## config.mk

```make
export PLATFORM = sky130hd
export DESIGN_NAME = led_frame_sequencer
export DESIGN_NICKNAME = d
export VERILOG_FILES = /design/src/rtl/led_frame_sequencer.sv
export SDC_FILE = /design/constraint.sdc
export NUM_CORES = 1
export LEC_CHECK = 0
export CORE_MARGIN = 2
export CORE_UTILIZATION = 39
export CTS_CLUSTER_DIAMETER = 100
export CTS_CLUSTER_SIZE = 14
export DETAILED_ROUTE_END_ITERATION = 10
export PLACE_DENSITY = 0.76
export SLEW_MARGIN = 5
export SYNTH_ARGS = -nofsm -noshare
export SYNTH_HDL_FRONTEND = slang
export SYNTH_SLANG_ARGS = --single-unit
```

## constraint.sdc

```tcl
create_clock -name clk -period 3.6 [get_ports clk]
set_clock_uncertainty 0.05 [all_clocks]
set_input_delay 1.08 -clock clk [delete_from_list [all_inputs] [get_ports clk]]
set_output_delay 1.08 -clock clk [all_outputs]
set_load 0.03 [all_outputs]
```

## src/rtl/led_frame_sequencer.sv

```systemverilog
// Walks current_led over one frame, packs each LED into a GRB word for the WS2812 serializer,
// then holds the latch gap. Define LED_SEQ_AUTO_REFRESH_EN to re-run frames continuously.
module led_frame_sequencer #(
    parameter int MAX_POS             = 16,
    parameter int FETCH_LATENCY       = 1,
    parameter int RESET_GAP_CLK_COUNT = 2500
) (
    input  logic                       clk,
    input  logic                       reset,
    input  logic                       update_frame,
    input  logic [7:0]                 led_green_intensity,
    input  logic [7:0]                 led_red_intensity,
    input  logic [7:0]                 led_blue_intensity,
    output logic [$clog2(MAX_POS)-1:0] current_led,
    output logic [23:0]                pixel_data,
    output logic                       pixel_valid,
    input  logic                       pixel_ready,
    output logic                       frame_busy,
    output logic                       frame_done
);

    localparam int IDX_W  = $clog2(MAX_POS);
    localparam int FCNT_W = $clog2(FETCH_LATENCY + 1);
    localparam int GCNT_W = $clog2(RESET_GAP_CLK_COUNT + 1);

    localparam logic [IDX_W-1:0]  IDX_LAST  = IDX_W'(MAX_POS - 1);
    localparam logic [FCNT_W-1:0] FCNT_LAST = FCNT_W'(FETCH_LATENCY - 1);
    localparam logic [GCNT_W-1:0] GCNT_LAST = GCNT_W'(RESET_GAP_CLK_COUNT - 1);

`ifdef LED_SEQ_AUTO_REFRESH_EN
    localparam logic AUTO_REFRESH = 1'b1;
`else
    localparam logic AUTO_REFRESH = 1'b0;
`endif

    typedef enum logic [1:0] {IDLE, FETCH, PRESENT, GAP} state_t;

    state_t              state_q, state_d;
    logic [IDX_W-1:0]    idx_q, idx_d;
    logic [FCNT_W-1:0]   fetch_cnt_q, fetch_cnt_d;
    logic [GCNT_W-1:0]   gap_cnt_q, gap_cnt_d;
    logic                pending_q, pending_d;
    logic [23:0]         pixel_data_q, pixel_data_d;
    logic                pixel_valid_q, pixel_valid_d;

    always_ff @(posedge clk) begin
        if (reset) begin
            state_q       <= IDLE;
            idx_q         <= '0;
            fetch_cnt_q   <= '0;
            gap_cnt_q     <= '0;
            pending_q     <= 1'b0;
            pixel_data_q  <= '0;
            pixel_valid_q <= 1'b0;
        end else begin
            state_q       <= state_d;
            idx_q         <= idx_d;
            fetch_cnt_q   <= fetch_cnt_d;
            gap_cnt_q     <= gap_cnt_d;
            pending_q     <= pending_d;
            pixel_data_q  <= pixel_data_d;
            pixel_valid_q <= pixel_valid_d;
        end
    end

    always_comb begin
        state_d       = state_q;
        idx_d         = idx_q;
        fetch_cnt_d   = fetch_cnt_q;
        gap_cnt_d     = gap_cnt_q;
        pending_d     = pending_q;
        pixel_data_d  = pixel_data_q;
        pixel_valid_d = pixel_valid_q;
        frame_done    = 1'b0;

        // Requests arriving mid-frame coalesce into a single follow-up frame.
        if (state_q != IDLE && update_frame) begin
            pending_d = 1'b1;
        end

        case (state_q)
            IDLE: begin
                pixel_valid_d = 1'b0;
                if (update_frame) begin
                    state_d     = FETCH;
                    fetch_cnt_d = '0;
                end
            end
            FETCH: begin
                if (fetch_cnt_q == FCNT_LAST) begin
                    pixel_data_d  = {led_green_intensity, led_red_intensity, led_blue_intensity};
                    pixel_valid_d = 1'b1;
                    fetch_cnt_d   = '0;
                    state_d       = PRESENT;
                end else begin
                    fetch_cnt_d = fetch_cnt_q + 1'b1;
                end
            end
            PRESENT: begin
                if (pixel_valid_q && pixel_ready) begin
                    pixel_valid_d = 1'b0;
                    if (idx_q == IDX_LAST) begin
                        idx_d     = '0;
                        gap_cnt_d = '0;
                        state_d   = GAP;
                    end else begin
                        idx_d       = idx_q + 1'b1;
                        fetch_cnt_d = '0;
                        state_d     = FETCH;
                    end
                end
            end
            GAP: begin
                pixel_valid_d = 1'b0;
                if (gap_cnt_q == GCNT_LAST) begin
                    frame_done  = 1'b1;
                    gap_cnt_d   = '0;
                    fetch_cnt_d = '0;
                    // A request in this very cycle still chains straight into the next frame.
                    pending_d   = 1'b0;
                    state_d     = (AUTO_REFRESH || pending_q || update_frame) ? FETCH : IDLE;
                end else begin
                    gap_cnt_d = gap_cnt_q + 1'b1;
                end
            end
            default: state_d = IDLE;
        endcase
    end

    assign current_led = idx_q;
    assign pixel_data  = pixel_data_q;
    assign pixel_valid = pixel_valid_q;
    assign frame_busy  = (state_q != IDLE);

endmodule
```

After elaboration in Yosys (flattened, before gate mapping):

Cells that the tools add are included.

* register bits after elaboration: 45
* input port bits: 28
* output and inout bits: 31
* word-level logic and storage cells: 61

* $add $sub $neg: 3
* eq/ne operators: 11
* mux-type cells: 26
* bitwise logic cells: 1
* reduce and logical (&&, ||, !) cells: 13

Operators with widths (count)
* $mux 12: 3
* $pmux 12 s2: 1
* $mux 1: 13
* $add 12x1->12 const B: 1
* $eq 12x12->1 const B: 1
* $ne 2x2->1 const B: 6
* $mux 2: 5
* $pmux 2 s4: 1
* $reduce_and 4->1: 2
* $reduce_and 2->1: 3
* $add 4x1->4 const B: 1
* $eq 2x2->1 const B: 2
* $eq 4x4->1 const B: 1
* $mux 4: 1
* $pmux 1 s4: 1
* $reduce_bool 2->1: 2
* $pmux 1 s3: 1
* $reduce_and 3->1: 1
* $eq 2x1->1 const B: 1
* $logic_and 1x1->1: 2
* $logic_not 2->1: 1
* $reduce_or 2->1: 1
* $add 1x1->1 const B: 1
* $logic_or 1x1->1: 1
* $not 1->1: 1

Depth between registers and ports, before layout:

* word-level depth: 5
* mapped depth: 6
* depth with buffers taken out: 5

Worst setup path before layout:

No wires, ideal clock.

* path type: reg-to-output
* start point: reg gap_cnt_q[0]
* end point: out frame_done
* data arrival time: 1.420 ns
* data required time: 2.470 ns
* setup slack: 1.050 ns
* stages on the path, launching flop included: 5
* buffers on the path: 0
* cells stage by stage: dfxtp_1 -> ha_1 -> and4bb_1 -> nand3_1 -> nor2_1

* longest elaborated chain between the ends: 3

Ends and longest elaborated chain
* start: declaration: RTL line 41 `logic [GCNT_W-1:0] gap_cnt_q, gap_cnt_d;`
* start signal: assignment: RTL line 59 `gap_cnt_q <= gap_cnt_d;`
* $eq 12x12->1: RTL line 115 `if (gap_cnt_q == GCNT_LAST) begin`
* $mux 1: RTL line 115
* $mux 1: RTL line 81 `case (state_q)`
* end: declaration: RTL line 19 `output logic frame_done`

No other way between the ends.

Worst setup path after layout:

Ends and elaborated chain as after synthesis.

==> metrics.md <==
| Metric | Value |
|---|---|
| WHS | 404 ps |
| Worst Path Arrival | 2250 ps |
| Starting Density | 40.0% |
| Fill cell total of the finished layout | 425 |
| Worst IR drop on VDD | 226 uV |
| Synth unique cells | 38 |
| Post-synth EDFFs | 0 |
| Wl on met1 | 1980 microns |
| Area Overhead vs Synth | 39.9% |
| Commonest non-fill, non-tap cell in the layout | nand2_1 |
| Post-Place Cells | 332 |
| Placement Cell Area | 2460 sq um |
| Diode count | 0 |
| Antenna-violating nets left | 0 |
| Via count | 1743 |
| Finished Core Util | 55.9% |
| Synthesis warning total | 0 |
| CTS sink cnt | 44 |
| Final hold viol count | 0 |
| Worst-path clk slew | 80 ps |
| Most frequent cells in the layout | nand2_1 (65), clkdlybuf4s50_1 (58), dfxtp_1 (44), a21oi_1 (34), nand3_1 (10) |
| Synth Flop Type | dfxtp_1 |
| Status | complete, no violations |
| DP Worst Slack | 532 ps |
| Metal2 WL | 2010 microns |
| CTS Hold Bufs | 0 |
| Sequential area share after synthesis | 47.0% |
| WL/cell | 12.9 microns |
| Syn Inst Count | 232 |
| Yosys reg bits | 44 |
| First-pass iteration count of the detailed router | 4 |
| Fin crit period | 3380 ps |
| Slew Limit Fails | 0 |
| Crit share post-route | 93.8% |
| DRC Markers | 0 |
| Routed vias/inst | 5.13 |
| MaxCap Viol Count | 0 |
| Global-route total usage across every layer | 16.2% |
| Syn avg cell area | 8.08 sq um |
| DP HPWL | 3030 microns |
| Die footprint | 5380 sq um |
| Critical path class | flip-flop to output pin |
| Leak | 0.928 nW |
| Core area | 4690 sq um |
| CTS buffer count | 5 |
| Site row count | 25 |
| Crit path capture | frame_done |
| Fin cells | 340 |
| Htree depth | 2 |
| Power per cell area | 477 nW/um^2 |
| Final setup viols | 0 |
| First-pass GRT wire length | 6800 microns |
| Total grt overflow | 0 |
| Post-CTS sizing | 0 |
| Reg2reg path depth | 5 |
| Internal reg-to-reg setup slack | 1650 ps |
| Starting DRT DRC Count | 78 |
| Worst-Margin Slew | 813 ps |
| Uppermost layer routed | met4 |
| Reg2Reg Launch Point | gap_cnt_q[0] |
| Maximum number of pins on one net before global-route repair | 35 |
| Design area | 2620 sq um |
| Worst Setup SP | gap_cnt_q[0] |
| Total power | 1.25 mW |
| Relative slew slack | 45.6% |
| Async SR Flop Fraction | 0% |
| Die Span Y | 73.3 microns |
| Max Clk Rate | 296 MHz |
| CTS max path bufs | 2 |
| Reg2reg end | gap_cnt_q[11] |
| Register area | 881 sq um |
| Initial antenna violation count | 0 |
| Final wirelength | 4390 microns |
| Final net count | 315 |
| Crit end category | output pin |
| CTS tree | built |
| Die width | 73.3 microns |
| Worst-skew pair later-pin latency | 300 ps |
| CP required | 2470 ps |
| Wire length on met3 | 328 microns |
| Synth Cell Area | 1880 sq um |
| IO Port Bufs | 58 |
| Vias in the first global route | 1497 |
| Setup WS post-layout | 223 ps |
| Post-route setup TNS | 0 ps |
| Syn_nets | 262 |
| RSZ-0062 raised after global routing | no |
| Setup bufs post-CTS | 0 |
| CTS Root Buffer Type | clkbuf_8 |
| Layout cell share with drive strength beyond 1 | 5.59% |
| HP Class | flip-flop to flip-flop |
| GP Congestion | 0.795 |
| Ports | 59 |
| Startpoint types | flip-flop |
| Area of the multi-input gates | 906 sq um |
| Crit path max fanout | 7 |
==> cell type report <==
class	count	share of cell area, %
clock buffers	5	2.62
inverters	4	0.572
well taps	54	2.58
repair buffers	60	22.7
flip-flops and latches	44	33.6
multi-input cells	170	34.5
clock inverters	3	3.43
==> sequential cells by signal, indices dropped and copies added, names as in the netlist <==
name and cells:
pending_q 1, current_led 4, pixel_data 24, state_q 2, pixel_valid 1, gap_cnt_q 12
==> critical path, stage by stage, from the launching register on <==
cell             delay [ps]
dfxtp_1                 440
ha_1                    260
and4bb_1                290
nand3_1                 110
nor2_1                  160
clkdlybuf4s50_1         690
==> report_power, final <==
part / leakage (nW) / internal [mW] / switching, mW
sequential: 0.357 / 0.512 / 0.0177
combinational: 0.492 / 0.0909 / 0.113
clock: 0.0784 / 0.347 / 0.169
total: 0.928 / 0.950 / 0.301
==> Yosys cell counts (2+ instances only) <==
cell	count	share of area [%]
a21oi_1	34	9.1
a22o_1	2	0.93
a31oi_1	7	2.3
a41oi_1	2	0.93
and3_1	3	1.0
buf_2	5	1.3
buf_4	2	0.80
clkbuf_1	6	1.2
dfxtp_1	44	47
ha_1	2	1.3
inv_1	4	0.80
nand2_1	65	13
nand3_1	10	2.7
nand3b_1	3	1.2
nor2_1	5	1.0
nor2b_1	2	0.67
nor3_1	2	0.53
o21ai_0	9	2.4
or3_1	4	1.3
xor2_1	3	1.4
==> worst min path at each step <==
stage | startpoint | to | slack [ps] | cells after the start
after floorplan | gap_cnt_q[11] | gap_cnt_q[11] | 380 | 1
after global placement | pixel_data[0] | pixel_data[0] | 390 | 2
after detailed placement | pixel_data[22] | pixel_data[22] | 400 | 2
after CTS | pixel_data[22] | pixel_data[22] | 410 | 2
after global routing | pixel_data[2] | pixel_data[2] | 420 | 2
final | pixel_data[17] | pixel_data[17] | 400 | 2
==> routing by layer <==
layer | GRT usage, % | up-vias
met3 | 4.94 | 6
met2 | 27.2 | 54
met4 | 4.85 | 0
met1 | 19.8 | 774
li1 | - | 909
met5 | 0 | -
==> cell families after synthesis <==
group / Yosys count / share of synthesized area, %
DFF: 44 / 47.0
adders and majority gates: 2 / 1.33
xor gates and xnor gates: 3 / 1.40
and+or+nand+nor: 103 / 26.2
buffers and inverters: 18 / 4.74
AOI/OAI and AO/OA: 62 / 19.4
Note: power is estimated with default switching activity, not from simulation.
